--- config.mk ---
export PLATFORM = sky130hd
export DESIGN_NAME = multdiv_unit
export DESIGN_NICKNAME = d
export VERILOG_FILES = /design/src/rtl/multdiv_pkg.sv /design/src/rtl/multdiv_counter.sv /design/src/rtl/multdiv_unit.sv
export SDC_FILE = /design/constraint.sdc
export NUM_CORES = 1
export LEC_CHECK = 0
export ABC_AREA = 1
export CORE_MARGIN = 1
export CORE_UTILIZATION = 45
export DETAILED_ROUTE_END_ITERATION = 16
export MAX_ROUTING_LAYER = met4
export REMOVE_ABC_BUFFERS = 1
export SLEW_MARGIN = 20
export SYNTH_ARGS = -nofsm -noshare
export SYNTH_HDL_FRONTEND = slang
export SYNTH_SLANG_ARGS = --single-unit
--- constraint.sdc ---
create_clock -name clock -period 4.2 [get_ports clock]
set_input_delay 0.84 -clock clock [delete_from_list [all_inputs] [get_ports clock]]
set_output_delay 0.84 -clock clock [all_outputs]
set_load 0.1 [all_outputs]
--- src/rtl/multdiv_pkg.sv ---
// ============================================================================
// Module   : multdiv_pkg
// Brief    : Shared types and constants for the iterative multiply/divide unit.
//            MULTDIV_BOOTH4_EN selects the radix-4 Booth multiply iteration count.
// Revision : 1.0 - initial release
// ============================================================================
`default_nettype none

package multdiv_pkg;

  localparam int WIDTH = 32;
`ifdef MULTDIV_BOOTH4_EN
  localparam int MULT_ITERS = 16;
`else
  localparam int MULT_ITERS = 32;
`endif
  localparam int DIV_ITERS = 32;
  localparam logic [WIDTH-1:0] INT_MIN = {1'b1, {(WIDTH-1){1'b0}}};

  typedef enum logic [1:0] {
    IDLE = 2'd0,
    RUN  = 2'd1,
    DONE = 2'd2
  } state_t;

  // INT_MIN maps to 0x80000000, which is its correct unsigned magnitude.
  function automatic logic [WIDTH-1:0] magnitude(input logic [WIDTH-1:0] v);
    return v[WIDTH-1] ? (~v + WIDTH'(1)) : v;
  endfunction

endpackage

`default_nettype wire

--- src/rtl/multdiv_counter.sv ---
// ============================================================================
// Module   : multdiv_counter
// Brief    : 6-bit iteration counter with clear, enable and terminal count.
// Revision : 1.0 - initial release
// ============================================================================
`default_nettype none

module multdiv_counter (
  input  logic       clock,
  input  logic       reset,
  input  logic       i_clear,
  input  logic       i_enable,
  input  logic [5:0] i_last,
  output logic       o_terminal
);

  logic [5:0] r_count;

  always_ff @(posedge clock or negedge reset) begin
    if (!reset) begin
      r_count <= '0;
    end else if (i_clear) begin
      r_count <= '0;
    end else if (i_enable) begin
      r_count <= r_count + 6'd1;
    end
  end

  assign o_terminal = (r_count == i_last);

endmodule

`default_nettype wire

--- src/rtl/multdiv_unit.sv ---
// ============================================================================
// Module   : multdiv_unit
// Brief    : Iterative signed 32-bit multiply / restoring divide on magnitudes.
//            Define MULTDIV_BOOTH4_EN for a radix-4 Booth multiply (16 iterations).
// Revision : 1.0 - initial release
// ============================================================================
`default_nettype none

module multdiv_unit #(
  parameter int WIDTH = 32
) (
  input  logic             clock,
  input  logic             reset,
  input  logic [WIDTH-1:0] data_operandA,
  input  logic [WIDTH-1:0] data_operandB,
  input  logic             ctrl_MULT,
  input  logic             ctrl_DIV,
  output logic [WIDTH-1:0] data_result,
  output logic             data_exception,
  output logic             data_resultRDY
);

  import multdiv_pkg::*;

  state_t             r_state;
  state_t             w_state_next;
  logic               w_start;
  logic               w_terminal;
  logic [5:0]         w_last;
  logic               r_op_mult;
  logic               r_sign_a;
  logic               r_sign_b;
  logic [WIDTH-1:0]   r_operand;
  logic [2*WIDTH-1:0] r_acc;

  assign w_start = ctrl_MULT | ctrl_DIV;
  assign w_last  = r_op_mult ? 6'(MULT_ITERS - 1) : 6'(DIV_ITERS - 1);

  multdiv_counter u_counter (
    .clock      (clock),
    .reset      (reset),
    .i_clear    (w_start),
    .i_enable   ((r_state == RUN) && !w_start),
    .i_last     (w_last),
    .o_terminal (w_terminal)
  );

  always_ff @(posedge clock or negedge reset) begin
    if (!reset) r_state <= IDLE;
    else        r_state <= w_state_next;
  end

  always_comb begin
    w_state_next = r_state;
    if (w_start) begin
      w_state_next = RUN;
    end else begin
      case (r_state)
        IDLE:    w_state_next = IDLE;
        RUN:     w_state_next = w_terminal ? DONE : RUN;
        DONE:    w_state_next = IDLE;
        default: w_state_next = IDLE;
      endcase
    end
  end

  // Shared 33-bit adder: add for shift-add multiply, subtract for divide.
  logic [WIDTH:0] w_add_a;
  logic [WIDTH:0] w_add_b;
  logic [WIDTH:0] w_sum;

  assign w_add_a = r_op_mult ? {1'b0, r_acc[2*WIDTH-1:WIDTH]} : {1'b0, r_acc[2*WIDTH-2:WIDTH-1]};
  assign w_add_b = {1'b0, r_operand};
  assign w_sum   = r_op_mult ? (w_add_a + w_add_b) : (w_add_a - w_add_b);

  logic [2*WIDTH-1:0] w_div_step;
  assign w_div_step = w_sum[WIDTH] ? {r_acc[2*WIDTH-2:0], 1'b0}
                                   : {w_sum[WIDTH-1:0], r_acc[WIDTH-2:0], 1'b1};

`ifdef MULTDIV_BOOTH4_EN
  logic [1:0]       r_acc_ext;
  logic             r_booth_prev;
  logic [WIDTH+1:0] w_hi_ext;
  logic [WIDTH+1:0] w_pp;
  logic [WIDTH+1:0] w_booth_sum;

  assign w_hi_ext = {r_acc_ext, r_acc[2*WIDTH-1:WIDTH]};

  // Booth digit from multiplier bits {b1, b0, b-1}; multiplicand is a magnitude.
  always_comb begin
    w_pp = '0;
    case ({r_acc[1:0], r_booth_prev})
      3'b001, 3'b010: w_pp = {2'b00, r_operand};
      3'b011:         w_pp = {1'b0, r_operand, 1'b0};
      3'b100:         w_pp = ~{1'b0, r_operand, 1'b0} + (WIDTH+2)'(1);
      3'b101, 3'b110: w_pp = ~{2'b00, r_operand} + (WIDTH+2)'(1);
      default:        w_pp = '0;
    endcase
  end

  assign w_booth_sum = w_hi_ext + w_pp;
`else
  logic [2*WIDTH-1:0] w_mult_step;
  assign w_mult_step = r_acc[0] ? {w_sum, r_acc[WIDTH-1:1]} : {1'b0, r_acc[2*WIDTH-1:1]};
`endif

  // Sign fixup: Booth multiplies the signed multiplier directly.
  logic               w_neg;
  logic [2*WIDTH-1:0] w_fix;
  logic [WIDTH:0]     w_top;
  logic [WIDTH-1:0]   w_final_result;
  logic               w_final_exc;

`ifdef MULTDIV_BOOTH4_EN
  assign w_neg = r_op_mult ? r_sign_a : (r_sign_a ^ r_sign_b);
`else
  assign w_neg = r_sign_a ^ r_sign_b;
`endif
  assign w_fix = w_neg ? (~r_acc + (2*WIDTH)'(1)) : r_acc;
  assign w_top = w_fix[2*WIDTH-1:WIDTH-1];

  always_comb begin
    w_final_result = w_fix[WIDTH-1:0];
    w_final_exc    = 1'b0;
    if (r_op_mult) begin
      w_final_exc = ~((&w_top) | ~(|w_top));
    end else if (r_operand == '0) begin
      w_final_result = '0;
      w_final_exc    = 1'b1;
    end else begin
      // A positive quotient of magnitude 2^31 only arises from INT_MIN / -1.
      w_final_exc = ~w_neg & r_acc[WIDTH-1];
    end
  end

  always_ff @(posedge clock or negedge reset) begin
    if (!reset) begin
      r_op_mult      <= 1'b0;
      r_sign_a       <= 1'b0;
      r_sign_b       <= 1'b0;
      r_operand      <= '0;
      r_acc          <= '0;
      data_result    <= '0;
      data_exception <= 1'b0;
      data_resultRDY <= 1'b0;
`ifdef MULTDIV_BOOTH4_EN
      r_acc_ext      <= '0;
      r_booth_prev   <= 1'b0;
`endif
    end else begin
      data_resultRDY <= (r_state == DONE);
      if (r_state == DONE) begin
        data_result    <= w_final_result;
        data_exception <= w_final_exc;
      end
      if (w_start) begin
        r_op_mult <= ctrl_MULT;
        r_sign_a  <= data_operandA[WIDTH-1];
        r_sign_b  <= data_operandB[WIDTH-1];
        r_operand <= ctrl_MULT ? magnitude(data_operandA) : magnitude(data_operandB);
`ifdef MULTDIV_BOOTH4_EN
        r_acc        <= {{WIDTH{1'b0}}, ctrl_MULT ? data_operandB : magnitude(data_operandA)};
        r_acc_ext    <= '0;
        r_booth_prev <= 1'b0;
`else
        r_acc <= {{WIDTH{1'b0}}, ctrl_MULT ? magnitude(data_operandB) : magnitude(data_operandA)};
`endif
      end else if (r_state == RUN) begin
`ifdef MULTDIV_BOOTH4_EN
        if (r_op_mult) begin
          {r_acc_ext, r_acc} <= {w_booth_sum[WIDTH+1], w_booth_sum[WIDTH+1], w_booth_sum,
                                 r_acc[WIDTH-1:2]};
          r_booth_prev       <= r_acc[1];
        end else begin
          r_acc <= w_div_step;
        end
`else
        r_acc <= r_op_mult ? w_mult_step : w_div_step;
`endif
      end
    end
  end

endmodule

`default_nettype wire

==> results of run 1 <==
## sequential cells by signal, indices dropped and copies added, names as in the netlist
name	count
data_resultRDY	1
u_counter.r_count	6
r_op_mult	1
data_exception	1
r_acc	64
r_sign_a	1
data_result	32
r_operand	32
r_sign_b	1
r_state	2
## critical path, delay by kind of cell, from the launching register on
kind | cells | cell delay (ns)
adders and majority gates | 1 | 0.34
AOI/OAI and AO/OA | 6 | 1.08
DFF | 1 | 0.41
buffers and inverters | 2 | 0.27
xor gates and xnor gates | 1 | 0.35
and+or+nand+nor | 14 | 1.54
## power groups by stage
stage / sequential, W / clock [W] / combinational, W
global route: 0.00171 / 0.00168 / 0.00298
CTS: 0.00169 / 0.00162 / 0.00261
detailed placement: 0.00171 / 0 / 0.00259
floorplan: 0.00175 / 0 / 0.00162
global placement: 0.00171 / 0 / 0.00259
finish: 0.00170 / 0.00161 / 0.00273
## layout make-up
type | count | area share
clock buffers | 19 | 0.02589
clock inverters | 13 | 0.009728
inverters | 238 | 0.05455
multi-input cells | 1862 | 0.5783
flip-flops and latches | 141 | 0.2112
well taps | 402 | 0.03008
repair buffers | 157 | 0.09017
## cells in the final DEF, fill, tap and decap left out, drive strengths merged, types with 16 or more instances in the layout
cell / instances
ha: 37
nand3: 157
dfrtp: 141
nor2: 276
o211ai: 16
nand4: 33
clkbuf: 20
xor2: 109
inv: 237
nand2: 695
a21oi: 142
clkdlybuf4s50: 99
xnor2: 33
nor3: 29
buf: 57
o21ai: 268
## cell usage after synthesis (all sizes together) (4+ instances only)
cell	count	area, um2
a21boi	4	33.78
o221ai	6	52.55
clkbuf	66	247.7
dfrtp	141	3528
nor4	12	75.07
nand3	157	845.8
o211ai	16	120.1
nand2	695	2730
nand4	33	206.5
nor3	29	181.4
inv	234	885.9
a22oi	11	82.58
a21oi	142	721.9
buf	33	225.2
a31oi	10	62.56
nor2	276	1099
clkinv	4	16.26
xnor2	33	296.5
ha	37	462.9
o21ai	268	1394
xor2	109	954.7
o2111ai	6	52.55
## worst paths after layout
| kind | start | slack (ns) | cells after the start | to |
|---|---|---|---|---|
| max in group asynchronous | reset | 2.86 | 2 | r_operand[27] |
| min | reset | 0.41 | 1 | r_acc[40] |
| min reg2reg | data_result[24] | 0.51 | 2 | data_result[24] |
| min in group clock | data_result[24] | 0.51 | 2 | data_result[24] |
| max reg2reg | r_operand[2] | 0.10 | 24 | r_acc[57] |
| max | r_operand[2] | 0.10 | 24 | r_acc[57] |
## cell families (layout without fill, tap and decap cells)
kind of cell / after synthesis / after routing
compound gates: 478 / 478
xor+xnor: 142 / 142
simple gates: 1204 / 1204
flops: 141 / 141
fa+ha+maj: 38 / 38
buf+inv: 337 / 427
## metal layers
layer  vias to the layer above  routed length [um]
li1                       7788                   -
met3                       107                3594
met2                       632               26120
met4                         0                2171
met5                         -                   0
met1                      7626               25230
## per-stage QoR
stage | setup TNS (ns) | cell area (um2)
2_1_floorplan | -74.69 | 13950
3_3_place_gp | 0 | 15860
3_5_place_dp | -0.9200 | 15860
4_1_cts | 0 | 16470
5_1_grt | -1.168 | 16720
6_report | 0 | 16720
## timing repair
item,4_1_cts,5_1_grt
endpoints found under the hold margin,0,0
pin swaps,0,12
endpoints found under the setup margin,30,33
buffers inserted,0,12
gates resized for setup,4,35
gates cloned,0,1
==> results_dict.tcl, run 1 <==
set metrics [dict create \
    status "finished, final reports clean" \
    hold_ws_ns 0.4095 \
    wire_per_inst_um 20.17 \
    critPathMaxFanout 12 \
    arrival_ns 4.44 \
    netSwitchingFraction 0.4544 \
    muxShareOfSynthArea 0 \
    syn_area_um2 14430 \
    synth_edf_count 0 \
    timing.final.ws_setup_ns 0.1013 \
    diodes 0 \
    drc 0 \
    drt_iter0_drc 1708 \
    ys_seq_area_frac 0.2446 \
    clock_skew_ns 0.01535 \
    rows 65 \
    cts_tree "yes" \
    synth-main-ff-cell "dfrtp_1" \
    cts.sinks 141 \
    report.final.slew_viol_count 0 \
    dieHeight_um 181.1 \
    die-area_um2 32780 \
    cts-root-buf "clkbuf_16" \
    yosysWarningCount 0 \
    end_kind "flop" \
    worst_slew_pin_slew_ns 1.011 \
    fin_cells 2832 \
    cts_hold_buf 0 \
    start_util 0.4572 \
    final_net_count 2523 \
    seq_power_share 0.281 \
    maxCapViolCount 0 \
    p_leak_nw 7.664 \
    ys_seq_elements 141 \
    synthAdderAreaFrac 0.03347 \
    synth_xor_area_frac 0.08672 \
    overflow 0 \
    dp.cells 2787 \
    hold_path.class "in2async" \
    coreArea_um2 31560 \
    worstSetupPathType "reg2reg" \
    use_met2 0.5728 \
    finalHoldViolations 0 \
    final_util 0.5299 \
    antenna_found_initial 0 \
    grt_usage 0.3619 \
    io_pins 102 \
    num_vias 16150 \
    syn_inst 2340 \
    grt.met3_usage 0.04112 \
    async_flop_share 1.000 \
    regArea_um2 3532 \
    max_stage_delay_ns 0.41 \
    clkTransAtPathRegs_ns 0.07 \
    path_cells "inv_2 > nand3_1 > nor2_1 > nand2_2 > nor3_4 > nand2_2 > nor3_4 > nand2_2 > o41ai_2 > xor2_1 > ha_1 > a21oi_1 > o21bai_1 > a21oi_2 > o21ai_1 > a21oi_2 > nand2_2 > nand2_4 > nand2_8 > clkbuf_16 > nand2_1 > nand3_1 > nand2_1 > nand2_1" \
    critPathLaunchType "flop" \
    drt_pre_antenna_iters 6 \
    drive_gt1_frac 0.09465 \
    use_met1 0.4725 \
    setup_viol 0 \
    synth-simple-area-share 0.3570 \
    period_minus_slack_ns 4.099 \
    grt_pass1_vias 15140 \
    grt_pass1_wl_um 88270 \
    finalWeightedCongestion 0.9811 \
    dieWidth_um 181.1 \
    required_ns 4.54 \
    timing.final.crit_share 0.9759 \
    crit_slowest_cell "dfrtp_1" \
    max_clock_freq_mhz 244.0 \
    cts.path.max_buffers 2 \
    synth_cell_type_count 60 \
    multi_input_area_um2 9671 \
    via_per_inst 5.704 \
    total_power_w 0.006040 \
    p_per_area_nw_per_um2 361.2 \
    peakVddDrop_mv 0.3049 \
    htree_levels 4 \
    cts_buffers 17 \
    busiest_layer "met2" \
    synth_top_family_by_area "simple AND/OR/NAND/NOR gates" \
    grt_max_degree 80 \
    fill_cells 3287 \
    p_sw_w 0.002744 \
    dp_hpwl_um 44430 \
    p_int_w 0.003295 \
    syn2layout_area_growth_pct 15.90 \
    relSlewSlack 0.3236 \
    synth-compound-area-share 0.1829 \
    postRouteAntennaNets 0 \
    cpMostUsedCell "nand2_2" \
    clk_latency_ns 0.45 \
    totalWireLength_um 57110 \
    syn_area_per_cell_um2 6.166 \
    pwr-share-comb 0.452 \
    power_frac_clock 0.267 \
    portBuffers 101 \
    post-place-ws_ns -0.06747 \
]
Power figures use the tool's default switching activity.
==> inputs of run 2 (changes only) <==
clock period = 4.25 ns   (was 4.2 ns; I/O delays follow)
==> results_dict.tcl, run 2 (synthesis results as in run 1) <==
set metrics [dict create \
    status "finished, final reports clean" \
    grt_pass1_wl_um 87420 \
    cts_tree "yes" \
    setup_viol 0 \
    hold_path.class "in2async" \
    num_vias 16270 \
    arrival_ns 4.53 \
    cp_top_family "simple AND/OR/NAND/NOR gates" \
    fin_tns_setup_ns 0 \
    postRouteAntennaNets 0 \
    wire_per_inst_um 20.20 \
    totalWireLength_um 57260 \
    clkTransAtPathRegs_ns 0.07 \
    largest_reg_flops 64 \
    drt_iter0_drc 1392 \
    antenna_found_initial 0 \
    r2r_slack_ns 0.09 \
    p_per_area_nw_per_um2 348.9 \
    biggestRegsByFlops "r_acc x64, data_result x32, r_operand x32" \
    critPathMaxFanout 10 \
    rows 65 \
    overflow 0 \
    dp.cells 2783 \
    critPathLaunchType "flop" \
    htree_levels 4 \
    drc 0 \
    cts_hold_buf 0 \
    worstRegToRegCells 27 \
    final_area_um2 16770 \
    worstSetupPathType "reg2reg" \
    clk_latency_ns 0.45 \
    cts.path.max_buffers 2 \
    cpMostUsedCell "nand2_1" \
    maxCapViolCount 0 \
    relSlewSlack 0.3248 \
    die-area_um2 32780 \
    final_net_count 2527 \
    coreArea_um2 31560 \
    r2r_start "r_operand[0]" \
    crit_slowest_cell "ha_1" \
    worst_slew_pin_slew_ns 1.010 \
    start_util 0.4572 \
    p_leak_nw 7.695 \
    dieHeight_um 181.1 \
    post-place-ws_ns 0.05521 \
    diodes 0 \
    end_kind "flop" \
    dpl_cell_area_um2 15830 \
    finalWeightedCongestion 0.9736 \
    period_minus_slack_ns 4.157 \
    dieWidth_um 181.1 \
    final_cell_mix "nand2_1, nor2_1, inv_1" \
    timing.final.crit_share 0.9781 \
    clock_skew_ns 0.01214 \
    required_ns 4.62 \
    portBuffers 101 \
    finalHoldViolations 0 \
    crit_buf_inv 5 \
    io_pins 102 \
    drive_gt1_frac 0.1007 \
    cts-root-buf "clkbuf_16" \
    dp_hpwl_um 44400 \
    cts.sinks 141 \
    grt_max_degree 93 \
    total_power_w 0.005851 \
    max_clock_freq_mhz 240.6 \
    final_common_cell "nand2_1" \
    fin_cells 2834 \
    worstReg2RegEnd "r_acc[47]" \
    syn2layout_area_growth_pct 16.23 \
    top_register "r_acc" \
    peakVddDrop_mv 0.2870 \
    grt_setup_unrepaired "yes" \
    grt_pass1_vias 14960 \
    report.final.slew_viol_count 0 \
    via_per_inst 5.740 \
    drt_pre_antenna_iters 5 \
    grt_usage 0.3592 \
    cts_buffers 17 \
    timing.final.ws_setup_ns 0.09309 \
    max_stage_delay_ns 0.47 \
]
==> run 2: cell types whose count changed in the layout (fill, tap and decap cells not counted), sizes merged <==
cell,before,now
inv,237,233
clkinv,8,12
clkbuf,20,21
bufinv,3,1
buf,57,59
nand2,695,696
==> run 2: layout make-up <==
type | count | area (um2)
inverter | 238 | 912.1
sequential | 141 | 3532
tap | 402 | 503.0
fill | 3257 | 14790
timing repair buffer | 160 | 1548
clock buffer | 19 | 442.9
multi-input combinational | 1863 | 9732
clock inverter | 11 | 98.84
==> run 2: through the flow <==
step	hold slack, ns	utilization
2_1_floorplan	0.4828	-
3_3_place_gp	0.4932	0.5015
3_5_place_dp	0.4987	0.5015
4_1_cts	0.4977	0.5187
5_1_grt	0.5416	0.5314
6_report	0.4580	0.5314
==> run 2: metal layers <==
metal / up-vias / global-route usage / part of all wire
met5: - / - / 0
met4: 0 / 0.1180 / 0.033
li1: 7798 / - / -
met1: 7680 / 0.4753 / 0.44
met2: 689 / 0.5733 / 0.46
met3: 101 / 0.03790 / 0.062
==> run 2: worst max-delay path by stage <==
stage                       startpoint        end  slack, ns  depth (start not counted)
after floorplan              r_op_mult  r_acc[46]      -2.13                         21
after global placement    r_operand[2]  r_acc[36]       0.17                         27
after detailed placement  r_operand[2]  r_acc[37]       0.06                         27
after CTS                 r_operand[1]  r_acc[37]       0.02                         27
after global routing      r_operand[2]  r_acc[44]      -0.13                         27
final                     r_operand[0]  r_acc[47]       0.09                         27
==> run 2: worst reg2reg max path, stage by stage, from the launching register on <==
cell and delay [ns]:
dfrtp_1 0.39, inv_2 0.08, nand3_2 0.08, nor2_1 0.09
nand2_1 0.08, nor3_2 0.24, nand2_2 0.11, nor3_4 0.23
buf_4 0.15, buf_4 0.09, nor2_1 0.05, xor2_2 0.20
ha_1 0.47, nand2_1 0.15, inv_1 0.11, nand2_1 0.09
o21ai_4 0.33, nand2_4 0.10, nand2_4 0.11, nand3_4 0.09
nand2_2 0.10, nand2_4 0.09, nand2_8 0.17, clkbuf_16 0.21
nand2_1 0.05, nand3_1 0.09, nand2_1 0.06, o21ai_1 0.07
==> run 2: where the power goes <==
group          internal (W)  switching, W  leakage, nW  total, W
combinational      0.000878       0.00184         5.62   0.00272
sequential          0.00146      0.000218         1.82   0.00168
clock              0.000810      0.000644        0.260   0.00145
==> run 2: timing repair <==
| action | in CTS | in global routing |
|---|---|---|
| buffers inserted | 0 | 18 |
| setup endpoints to repair | 0 | 33 |
| gates resized for setup | 0 | 51 |
